`src/rtl/muldiv_pkg.sv`:
```
// Shared op codes, FSM state encoding and op-decode helpers for the mul/div unit.
// The optional divide-by-zero flag port is selected with MULDIV_DIV0_FLAG_EN.
package muldiv_pkg;

    localparam logic [2:0] OP_MULT  = 3'd0;
    localparam logic [2:0] OP_MULTU = 3'd1;
    localparam logic [2:0] OP_DIV   = 3'd2;
    localparam logic [2:0] OP_DIVU  = 3'd3;
    localparam logic [2:0] OP_MTHI  = 3'd4;
    localparam logic [2:0] OP_MTLO  = 3'd5;

    typedef enum logic [1:0] {
        IDLE = 2'd0,
        CALC = 2'd1,
        FIX  = 2'd2
    } state_t;

    function automatic logic is_muldiv(input logic [2:0] f_op);
        return (f_op == OP_MULT) || (f_op == OP_MULTU) || (f_op == OP_DIV) || (f_op == OP_DIVU);
    endfunction

    function automatic logic is_signed_op(input logic [2:0] f_op);
        return (f_op == OP_MULT) || (f_op == OP_DIV);
    endfunction

    function automatic logic is_div_op(input logic [2:0] f_op);
        return (f_op == OP_DIV) || (f_op == OP_DIVU);
    endfunction

endpackage

```
`src/rtl/muldiv_sign_fix.sv`:
```
// Turns magnitude product / quotient / remainder into final HI/LO values.
// Divide by zero forces an all-ones quotient regardless of operand signs.
module muldiv_sign_fix #(
    parameter int unsigned WIDTH = 32
) (
    input  logic             i_is_div,
    input  logic             i_div0,
    input  logic             i_neg_q,
    input  logic             i_neg_r,
    input  logic [WIDTH-1:0] i_hi_mag,
    input  logic [WIDTH-1:0] i_lo_mag,
    output logic [WIDTH-1:0] o_hi_c,
    output logic [WIDTH-1:0] o_lo_c
);

    logic [2*WIDTH-1:0] w_prod;

    always_comb begin
        w_prod = {i_hi_mag, i_lo_mag};
        o_hi_c = i_hi_mag;
        o_lo_c = i_lo_mag;
        if (!i_is_div) begin
            if (i_neg_q) begin
                w_prod = (2*WIDTH)'(0) - w_prod;
            end
            {o_hi_c, o_lo_c} = w_prod;
        end else begin
            if (i_neg_r) begin
                o_hi_c = WIDTH'(0) - i_hi_mag;
            end
            if (i_div0) begin
                o_lo_c = '1;
            end else if (i_neg_q) begin
                o_lo_c = WIDTH'(0) - i_lo_mag;
            end
        end
    end

endmodule

```
`src/rtl/muldiv_unit.sv`:
```
// Iterative radix-2 multiply / restoring-divide unit with architectural HI/LO.
// Define MULDIV_DIV0_FLAG_EN to add the div0 port and suppress HI/LO writes on divide by zero.
module muldiv_unit
    import muldiv_pkg::*;
#(
    parameter int unsigned WIDTH = 32
) (
    input  logic             clk,
    input  logic             rst_n,
    input  logic             start,
    input  logic [2:0]       op,
    input  logic [WIDTH-1:0] rs_val,
    input  logic [WIDTH-1:0] rt_val,
    output logic             busy,
    output logic             done,
    output logic [WIDTH-1:0] hi,
`ifdef MULDIV_DIV0_FLAG_EN
    output logic [WIDTH-1:0] lo,
    output logic             div0
`else
    output logic [WIDTH-1:0] lo
`endif
);

    localparam int unsigned CNT_W = $clog2(WIDTH) + 1;

    state_t           r_state;
    logic [CNT_W-1:0] r_cnt;
    logic [WIDTH-1:0] r_acc_hi;
    logic [WIDTH-1:0] r_acc_lo;
    logic [WIDTH-1:0] r_b;
    logic             r_is_div;
    logic             r_neg_q;
    logic             r_neg_r;
    logic             r_div0;

    logic             w_is_div;
    logic             w_rs_neg;
    logic             w_rt_neg;
    logic [WIDTH-1:0] w_rs_mag;
    logic [WIDTH-1:0] w_rt_mag;
    logic [WIDTH-1:0] w_addend;
    logic [WIDTH:0]   w_sum;
    logic [WIDTH:0]   w_shift;
    logic [WIDTH:0]   w_diff;
    logic [WIDTH-1:0] w_hi_fix;
    logic [WIDTH-1:0] w_lo_fix;

    // Operand magnitudes for the unsigned datapath; signs are re-applied in FIX.
    assign w_is_div = is_div_op(op);
    assign w_rs_neg = is_signed_op(op) & rs_val[WIDTH-1];
    assign w_rt_neg = is_signed_op(op) & rt_val[WIDTH-1];
    assign w_rs_mag = w_rs_neg ? (WIDTH'(0) - rs_val) : rs_val;
    assign w_rt_mag = w_rt_neg ? (WIDTH'(0) - rt_val) : rt_val;

    // Shift-add step: multiplier sits in r_acc_lo and is consumed LSB first.
    assign w_addend = r_acc_lo[0] ? r_b : '0;
    assign w_sum    = {1'b0, r_acc_hi} + {1'b0, w_addend};

    // Restoring-divide step: borrow out of w_diff means the trial subtract failed.
    assign w_shift  = {r_acc_hi, r_acc_lo[WIDTH-1]};
    assign w_diff   = w_shift - {1'b0, r_b};

    muldiv_sign_fix #(.WIDTH(WIDTH)) u_sign_fix (
        .i_is_div (r_is_div),
        .i_div0   (r_div0),
        .i_neg_q  (r_neg_q),
        .i_neg_r  (r_neg_r),
        .i_hi_mag (r_acc_hi),
        .i_lo_mag (r_acc_lo),
        .o_hi_c   (w_hi_fix),
        .o_lo_c   (w_lo_fix)
    );

    always_ff @(posedge clk) begin
        if (!rst_n) begin
            r_state  <= IDLE;
            r_cnt    <= '0;
            r_acc_hi <= '0;
            r_acc_lo <= '0;
            r_b      <= '0;
            r_is_div <= 1'b0;
            r_neg_q  <= 1'b0;
            r_neg_r  <= 1'b0;
            r_div0   <= 1'b0;
            busy     <= 1'b0;
            done     <= 1'b0;
            hi       <= '0;
            lo       <= '0;
`ifdef MULDIV_DIV0_FLAG_EN
            div0     <= 1'b0;
`endif
        end else begin
            done <= 1'b0;
`ifdef MULDIV_DIV0_FLAG_EN
            div0 <= 1'b0;
`endif
            case (r_state)
                IDLE: begin
                    if (start) begin
                        if (is_muldiv(op)) begin
                            r_state  <= CALC;
                            busy     <= 1'b1;
                            r_cnt    <= CNT_W'(WIDTH);
                            r_is_div <= w_is_div;
                            r_acc_hi <= '0;
                            r_acc_lo <= w_is_div ? w_rs_mag : w_rt_mag;
                            r_b      <= w_is_div ? w_rt_mag : w_rs_mag;
                            r_neg_q  <= w_rs_neg ^ w_rt_neg;
                            r_neg_r  <= w_rs_neg;
                            r_div0   <= w_is_div && (rt_val == '0);
                        end else if (op == OP_MTHI) begin
                            hi <= rs_val;
                        end else if (op == OP_MTLO) begin
                            lo <= rs_val;
                        end
                    end
                end
                CALC: begin
                    r_cnt <= r_cnt - CNT_W'(1);
                    if (r_is_div) begin
                        r_acc_hi <= w_diff[WIDTH] ? w_shift[WIDTH-1:0] : w_diff[WIDTH-1:0];
                        r_acc_lo <= {r_acc_lo[WIDTH-2:0], ~w_diff[WIDTH]};
                    end else begin
                        {r_acc_hi, r_acc_lo} <= {w_sum, r_acc_lo[WIDTH-1:1]};
                    end
                    if (r_cnt == CNT_W'(1)) begin
                        r_state <= FIX;
                    end
                end
                FIX: begin
`ifdef MULDIV_DIV0_FLAG_EN
                    if (r_div0) begin
                        div0 <= 1'b1;
                    end else begin
                        hi <= w_hi_fix;
                        lo <= w_lo_fix;
                    end
`else
                    hi <= w_hi_fix;
                    lo <= w_lo_fix;
`endif
                    busy    <= 1'b0;
                    done    <= 1'b1;
                    r_state <= IDLE;
                end
                default: begin
                    r_state <= IDLE;
                    busy    <= 1'b0;
                end
            endcase
        end
    end

endmodule

```
`config.mk`:
```
export PLATFORM = sky130hd
export DESIGN_NAME = muldiv_unit
export DESIGN_NICKNAME = d
export VERILOG_FILES = /design/src/rtl/muldiv_pkg.sv /design/src/rtl/muldiv_sign_fix.sv /design/src/rtl/muldiv_unit.sv
export SDC_FILE = /design/constraint.sdc
export NUM_CORES = 1
export LEC_CHECK = 0
export BUFFER_PORTS_ARGS = -buffer_cell sky130_fd_sc_hd__buf_2
export CELL_PAD_IN_SITES_DETAIL_PLACEMENT = 1
export CELL_PAD_IN_SITES_GLOBAL_PLACEMENT = 1
export CORE_UTILIZATION = 25
export CTS_CLUSTER_DIAMETER = 30
export CTS_CLUSTER_SIZE = 24
export DETAILED_ROUTE_END_ITERATION = 10
export PLACE_DENSITY = 0.53
export SYNTH_ARGS = -nofsm -noshare
export SYNTH_HDL_FRONTEND = slang
export SYNTH_SLANG_ARGS = --single-unit
```
`constraint.sdc`:
```
create_clock -name clk -period 4.7 [get_ports clk]
set_input_delay 0.94 -clock clk [delete_from_list [all_inputs] [get_ports clk]]
set_output_delay 0.94 -clock clk [all_outputs]
set_load 0.005 [all_outputs]
```
* Word-level counts from Yosys, hierarchy flattened
Cells that the tools add are included.
** Cells by class
- Add/subtract/negate cells :: 8
- Equal/unequal tests :: 15
- Multiplexer cells :: 40
- Bitwise gates (word level) :: 5
- Reductions and logical operators :: 17
** Operators with widths (number)
- 32-bit 2-to-1 mux :: 24
- 32-bit one-hot mux with 2 select lines :: 4
- 1-bit by 32-bit subtractor with 32-bit output, first input constant :: 4
- 64-bit 2-to-1 mux :: 1
- 1-bit by 64-bit subtractor with 64-bit output, first input constant :: 1
- 32-bit by 32-bit adder with 33-bit output :: 1
- 33-bit by 32-bit subtractor with 33-bit output :: 1
- 32-bit logical NOT :: 1
- 2-bit != test, second input constant :: 7
- 6-bit 2-to-1 mux :: 2
- 6-bit one-hot mux with 2 select lines :: 1
- 3-bit AND reduction :: 4
- 3-bit by 2-bit equality test with 1-bit output, second input constant :: 2
- 3-bit equality test, second input constant :: 2
- 6-bit by 1-bit equality test with 1-bit output, second input constant :: 1
- 2-bit 2-to-1 mux :: 3
- 6-bit by 1-bit subtractor with 6-bit output, second input constant :: 1
- 1-bit logical OR :: 5
- 5-bit AND reduction :: 1
- 2-bit one-hot mux with 2 select lines :: 1
- 4-bit AND reduction :: 1
- 2-bit nonzero test :: 2
- 3-bit by 1-bit equality test with 1-bit output, second input constant :: 1
- 3-bit logical NOT :: 1
- other kinds (9) :: 13
** Word-level totals
- Flip-flop bits (word level) :: 174
- Input bits :: 70
- Output and inout port bits :: 66
- Logic and storage cells :: 98

* Logic depth before layout (Yosys ltp)
- Depth after elaboration :: 8
- Gate-level depth with buffers :: 15
- Mapped depth without buffers :: 14

* Cells and area by module
From an unflattened synthesis, not the netlist that was laid out.
** Second synthesis, totals
- Cells, all modules :: 2086
- Area, all modules :: 15198.3 um2
** Modules (own cells, without submodules)
- muldiv_unit :: instances 1, cells an instance 1767, area an instance 13213.9 um2, seq. area each 3483.3 um2
- muldiv_sign_fix :: instances 1, cells an instance 319, area an instance 1984.4 um2, seq. area each 0.0 um2

* Worst setup path after synthesis
No wires, ideal clock.
- Path kind :: reg2reg
- Start :: register r_acc_lo[0]
- End :: register r_acc_hi[27]
- Arrival :: 3.303 ns
- Path slack :: 1.275 ns
- Stages on the path, launching flop included :: 15
- Buffers on the path :: 2
- Period minus slack after synthesis :: 3.425 ns
- Cell sequence :: dfxtp_1 clkbuf_1 inv_1 clkbuf_1 nor2_1 ha_1 nand2_1 or3_1 o211a_1 or2_2 o31a_1 o21ai_1 a41oi_1 xnor2_1 a221o_1
** On the way
- Longest elaborated chain between the ends :: 4
** RTL lines
- start, declared :: RTL line muldiv_unit.sv:30 : logic [WIDTH-1:0] r_acc_lo;
- start signal, assigned :: RTL line muldiv_unit.sv:107 : r_acc_lo <= w_is_div ? w_rs_mag : w_rt_mag;
- start signal, assigned :: RTL line muldiv_unit.sv:123 : r_acc_lo <= {r_acc_lo[WIDTH-2:0], ~w_diff[WIDTH]};
- start signal, assigned :: RTL line muldiv_unit.sv:125 : {r_acc_hi, r_acc_lo} <= {w_sum, r_acc_lo[WIDTH-1:1]};
- 32-bit 2-to-1 mux :: RTL line muldiv_unit.sv:57 : assign w_addend = r_acc_lo[0] ? r_b : '0;
- 32-bit by 32-bit adder with 33-bit output :: RTL line muldiv_unit.sv:58 : assign w_sum = {1'b0, r_acc_hi} + {1'b0, w_addend};
- 32-bit 2-to-1 mux :: RTL line muldiv_unit.sv:121 : if (r_is_div) begin
- 32-bit one-hot mux with 2 select lines :: RTL line muldiv_unit.sv:98 : case (r_state)
- end signal, assigned :: RTL line muldiv_unit.sv:122 : r_acc_hi <= w_diff[WIDTH] ? w_shift[WIDTH-1:0] : w_diff[WIDTH-1:0];
- end signal, assigned :: RTL line muldiv_unit.sv:125
- end, declared :: RTL line muldiv_unit.sv:29 : logic [WIDTH-1:0] r_acc_hi;
No other way between the ends.
A chain may end at the register's enable or synchronous reset.

* Worst setup path in the final report
- Start :: register r_acc_lo[31]
- End :: register r_acc_hi[21]
** On the way
- Longest elaborated chain between the ends :: 4
** RTL lines
- 33-bit by 32-bit subtractor with 33-bit output :: RTL line muldiv_unit.sv:62 : assign w_diff = w_shift - {1'b0, r_b};
- 32-bit 2-to-1 mux :: RTL line muldiv_unit.sv:122
- 32-bit 2-to-1 mux :: RTL line muldiv_unit.sv:121
- 32-bit one-hot mux with 2 select lines :: RTL line muldiv_unit.sv:98
No other way between the ends.

==> results_dict.tcl <==
set metrics [dict create \
    outcome "finished clean" \
    post_route_non_filler_standard_cell_count 2748 \
    design_area_um2 16200 \
    ys_seq_area_share_pct 24.6 \
    worstReg2RegStart "r_acc_lo[31]$_SDFFE_PN0P_" \
    power.switching_mw 1.65 \
    routedWlPerCell_um 25.0 \
    min_delay_path_depth 2 \
    worst-path-max-fanout 16 \
    number_of_hold_buffers_added_after_cts 0 \
    area_of_the_core_region_um2 55500 \
    grt_setup_unrepaired "no" \
    endpoints_failing_setup 0 \
    worstPathRequired_ps 5080 \
    gr-total-overflow 0 \
    yosys-top-cells-area "sky130_fd_sc_hd__dfxtp_1 25%, sky130_fd_sc_hd__a21oi_1 7.2%, sky130_fd_sc_hd__ha_1 6.2%" \
    critical_path_endpoint_category "flop" \
    grt_pass1_vias 14822 \
    first_iter_violations 1135 \
    syn_nets 2066 \
    power.leakage_nw 6.37 \
    detail_route.first_pass.iterations 7 \
    synth_register_bits 174 \
    globalplace.congestion 0.878 \
    cts_tree "yes" \
    timing_hold_violations_final 0 \
    rows 86 \
    max_cap_viol_count 0 \
    netlist.top_cell.by_area "sky130_fd_sc_hd__dfxtp_1" \
    grt_first_pass_wirelength_um 101000 \
    critical_path.reg2reg.endpoint "r_acc_hi[21]$_SDFFE_PN0P_" \
    worst_r2r_path_depth 15 \
    flow.area_growth_from_synthesis_pct 14.6 \
    max_slew_margin_pct 12.2 \
    fin_crit_sh_pct 82.2 \
    dpl-instance-area_um2 15600 \
    htreeDepth 4 \
    post-route-util_pct 29.3 \
    startpoint_type "flop" \
    max_freq_mhz 259 \
    detailed_placer_s_ending_hpwl_um 53700 \
    detail_route.vias_per_cell 5.51 \
    timing.setup.tns_ps 0 \
    synth-warning-count 0 \
    critPathArrivalTime_ps 4240 \
    async_reset_ff_share_pct 0 \
    min_to "hi[0]$_SDFFE_PN0P_" \
    synth_most_common_cell "sky130_fd_sc_hd__a21oi_1" \
    cts_setup_buffers 0 \
    clock_skew_ps 16.9 \
    postSynthAreaPerCell_um2 7.37 \
    layout-drive-gt1-share_pct 12.8 \
    crit_type "reg2reg" \
    area_share_of_the_largest_cell_type_after_synthesis_pct 24.6 \
    number_of_slew_limit_violations_in_the_final_report 0 \
    edff_count_synth 0 \
    initial_utilization_pct 25.5 \
    dp.cells 2716 \
    comb_power_share_pct 27.1 \
    cts_root_buffer "sky130_fd_sc_hd__clkbuf_16" \
    post_cts_resized 0 \
    clock_path_buffers 2 \
    num_antenna_cells 0 \
    worst-r2r-setup-slack_ps 840 \
    design.die.area_um2 57700 \
    port_buffers 135 \
    seq_power_share_pct 36.8 \
    internal_power_mw 2.82 \
    routed_wl_um 68700 \
    worst_hold_path_type "reg2reg" \
    cts.sinks 174 \
    timing.final.crit_period_ps 3860 \
    ys.flop_type "sky130_fd_sc_hd__dfxtp_1" \
    postSynthCellCount 1924 \
    synthesis.area_um2 14200 \
    largest_net_degree_at_the_start_of_global_routing 67 \
    grt_antenna_before_repair 1 \
    clock_power_share_pct 36.1 \
    switching_share_pct 37.0 \
    finalNetCount 2129 \
    ant_nets 0 \
    holdCritStartpoint "hi[0]$_SDFFE_PN0P_" \
    synth.top_cells.by_count "204 x sky130_fd_sc_hd__a21oi_1, 195 x sky130_fd_sc_hd__nand2_1, 183 x sky130_fd_sc_hd__nor2_1" \
    worst-slew-pin-transition_ps 1320 \
    die_x_um 240 \
    nFillCells 6909 \
    register_clock_pin_slew_on_the_reported_worst_setup_and_hold_paths_ps 80 \
    irDropWorstVdd_mv 0.290 \
    synthDistinctLibCells 72 \
    power_per_cell_area_nw_per_um2 275 \
    via_count 15131 \
    die-height_um 240 \
    numCtsBuffers 17 \
    detail_route.drc_violations 0 \
    gr-usage-all-layers_pct 23.8 \
    clock_insertion_delay_worst_skew_ps 500 \
    floorplan.io_pins 136 \
]
==> layout make-up <==
cell class | instances | area (um2) | share of cell area (%)
Clock buffer | 18 | 429 | 2.64
Clock inverter | 14 | 193 | 1.19
Inverter | 61 | 230 | 1.42
Multi-Input combinational cell | 1553 | 9960 | 61.3
Sequential cell | 174 | 3480 | 21.4
Tap cell | 748 | 936 | 5.76
Timing Repair Buffer | 180 | 1010 | 6.24
==> registers in the layout (all words and copies together), names as in the netlist <==
name	cells
r_neg_r	1
r_is_div	1
r_acc_lo	32
r_cnt	6
r_state	2
busy	1
r_neg_q	1
r_div0	1
hi	32
r_b	32
lo	32
done	1
r_acc_hi	32
==> power by group through the flow <==
stage               sequential, mW  clock, mW  combinational [mW]
floorplan                     1.63          0               0.770
global placement              1.68          0                1.19
detailed placement            1.68          0                1.19
CTS                           1.64       1.65                1.20
global route                  1.65       1.69                1.31
finish                        1.65       1.61                1.21
==> logic make-up (layout without fill, tap and decap cells) <==
kind of cell,after synthesis,in the layout,synth area share (%)
AOI/OAI and AO/OA,674,674,30.3
and+or+nand+nor,589,589,19.3
buffers and inverters,197,273,5.38
DFF,174,174,24.6
xor gates and xnor gates,168,168,10.4
adders and majority gates,72,72,6.46
muxes,50,50,3.63
==> worst max path at each step <==
stage / from / end / slack (ps) / depth (start not counted)
6_report: r_acc_lo[31]$_SDFFE_PN0P_ / r_acc_hi[21]$_SDFFE_PN0P_ / 840 / 15
5_1_grt: r_acc_lo[31]$_SDFFE_PN0P_ / r_acc_hi[21]$_SDFFE_PN0P_ / 520 / 15
4_1_cts: r_acc_lo[31]$_SDFFE_PN0P_ / r_acc_hi[21]$_SDFFE_PN0P_ / 850 / 15
3_5_place_dp: rs_val[5] / r_acc_lo[19]$_SDFFE_PN0P_ / 850 / 10
3_3_place_gp: rs_val[5] / r_acc_lo[21]$_SDFFE_PN0P_ / 850 / 10
2_1_floorplan: r_acc_lo[0]$_SDFFE_PN0P_ / r_acc_hi[27]$_SDFFE_PN0P_ / 1270 / 14
==> metal layers <==
metal | up-vias | global-route usage [%] | part of all wire, %
li1 | 7134 | - | -
met1 | 7513 | 34.7 | 50
met2 | 407 | 35.8 | 43
met3 | 77 | 3.32 | 4.9
met4 | 0 | 7.39 | 2.3
met5 | - | 0 | 0
==> layout by cell type, fill, tap and decap left out, types with 11 or more instances in the layout <==
master	n
sky130_fd_sc_hd__xnor2_1	96
sky130_fd_sc_hd__o221ai_1	35
sky130_fd_sc_hd__a21o_1	34
sky130_fd_sc_hd__and3_1	16
sky130_fd_sc_hd__or4_1	13
sky130_fd_sc_hd__o31ai_1	23
sky130_fd_sc_hd__a31oi_1	23
sky130_fd_sc_hd__inv_1	60
sky130_fd_sc_hd__o21ai_0	157
sky130_fd_sc_hd__buf_2	135
sky130_fd_sc_hd__mux2i_1	39
sky130_fd_sc_hd__a21oi_1	204
sky130_fd_sc_hd__or3_1	20
sky130_fd_sc_hd__dfxtp_1	173
sky130_fd_sc_hd__clkbuf_16	17
sky130_fd_sc_hd__nand2_1	195
sky130_fd_sc_hd__o211ai_1	57
sky130_fd_sc_hd__nor4_1	14
sky130_fd_sc_hd__nor3_1	36
sky130_fd_sc_hd__ha_1	70
sky130_fd_sc_hd__nand3_1	33
sky130_fd_sc_hd__a211oi_1	36
sky130_fd_sc_hd__mux2_2	11
sky130_fd_sc_hd__nand2b_1	20
sky130_fd_sc_hd__xor2_1	71
sky130_fd_sc_hd__o41ai_1	12
sky130_fd_sc_hd__nor2_1	180
sky130_fd_sc_hd__buf_4	45
sky130_fd_sc_hd__a22oi_1	15
==> stage by stage <==
stage               setup WS [ps]  hold WS [ps]  total power [mW]
floorplan                    1270           432              2.40
finish                        838           453              4.47
CTS                           852           460              4.49
global placement              851           440              2.86
detailed placement            847           447              2.87
global route                  516           476              4.65
==> worst max-delay path: stages (launching register included) <==
cell and delay, ps:
sky130_fd_sc_hd__dfxtp_1 380, sky130_fd_sc_hd__inv_1 100, sky130_fd_sc_hd__ha_1 240, sky130_fd_sc_hd__fa_1 410, sky130_fd_sc_hd__nor2b_1 180, sky130_fd_sc_hd__o31ai_1 130
sky130_fd_sc_hd__a21oi_1 370, sky130_fd_sc_hd__a31oi_1 250, sky130_fd_sc_hd__o31ai_1 300, sky130_fd_sc_hd__a31oi_1 160, sky130_fd_sc_hd__xnor2_2 170, sky130_fd_sc_hd__buf_4 220
sky130_fd_sc_hd__buf_4 290, sky130_fd_sc_hd__nor2_1 180, sky130_fd_sc_hd__a221oi_1 250, sky130_fd_sc_hd__o21ai_0 110
No activity file was read; power rests on OpenSTA's default activity.
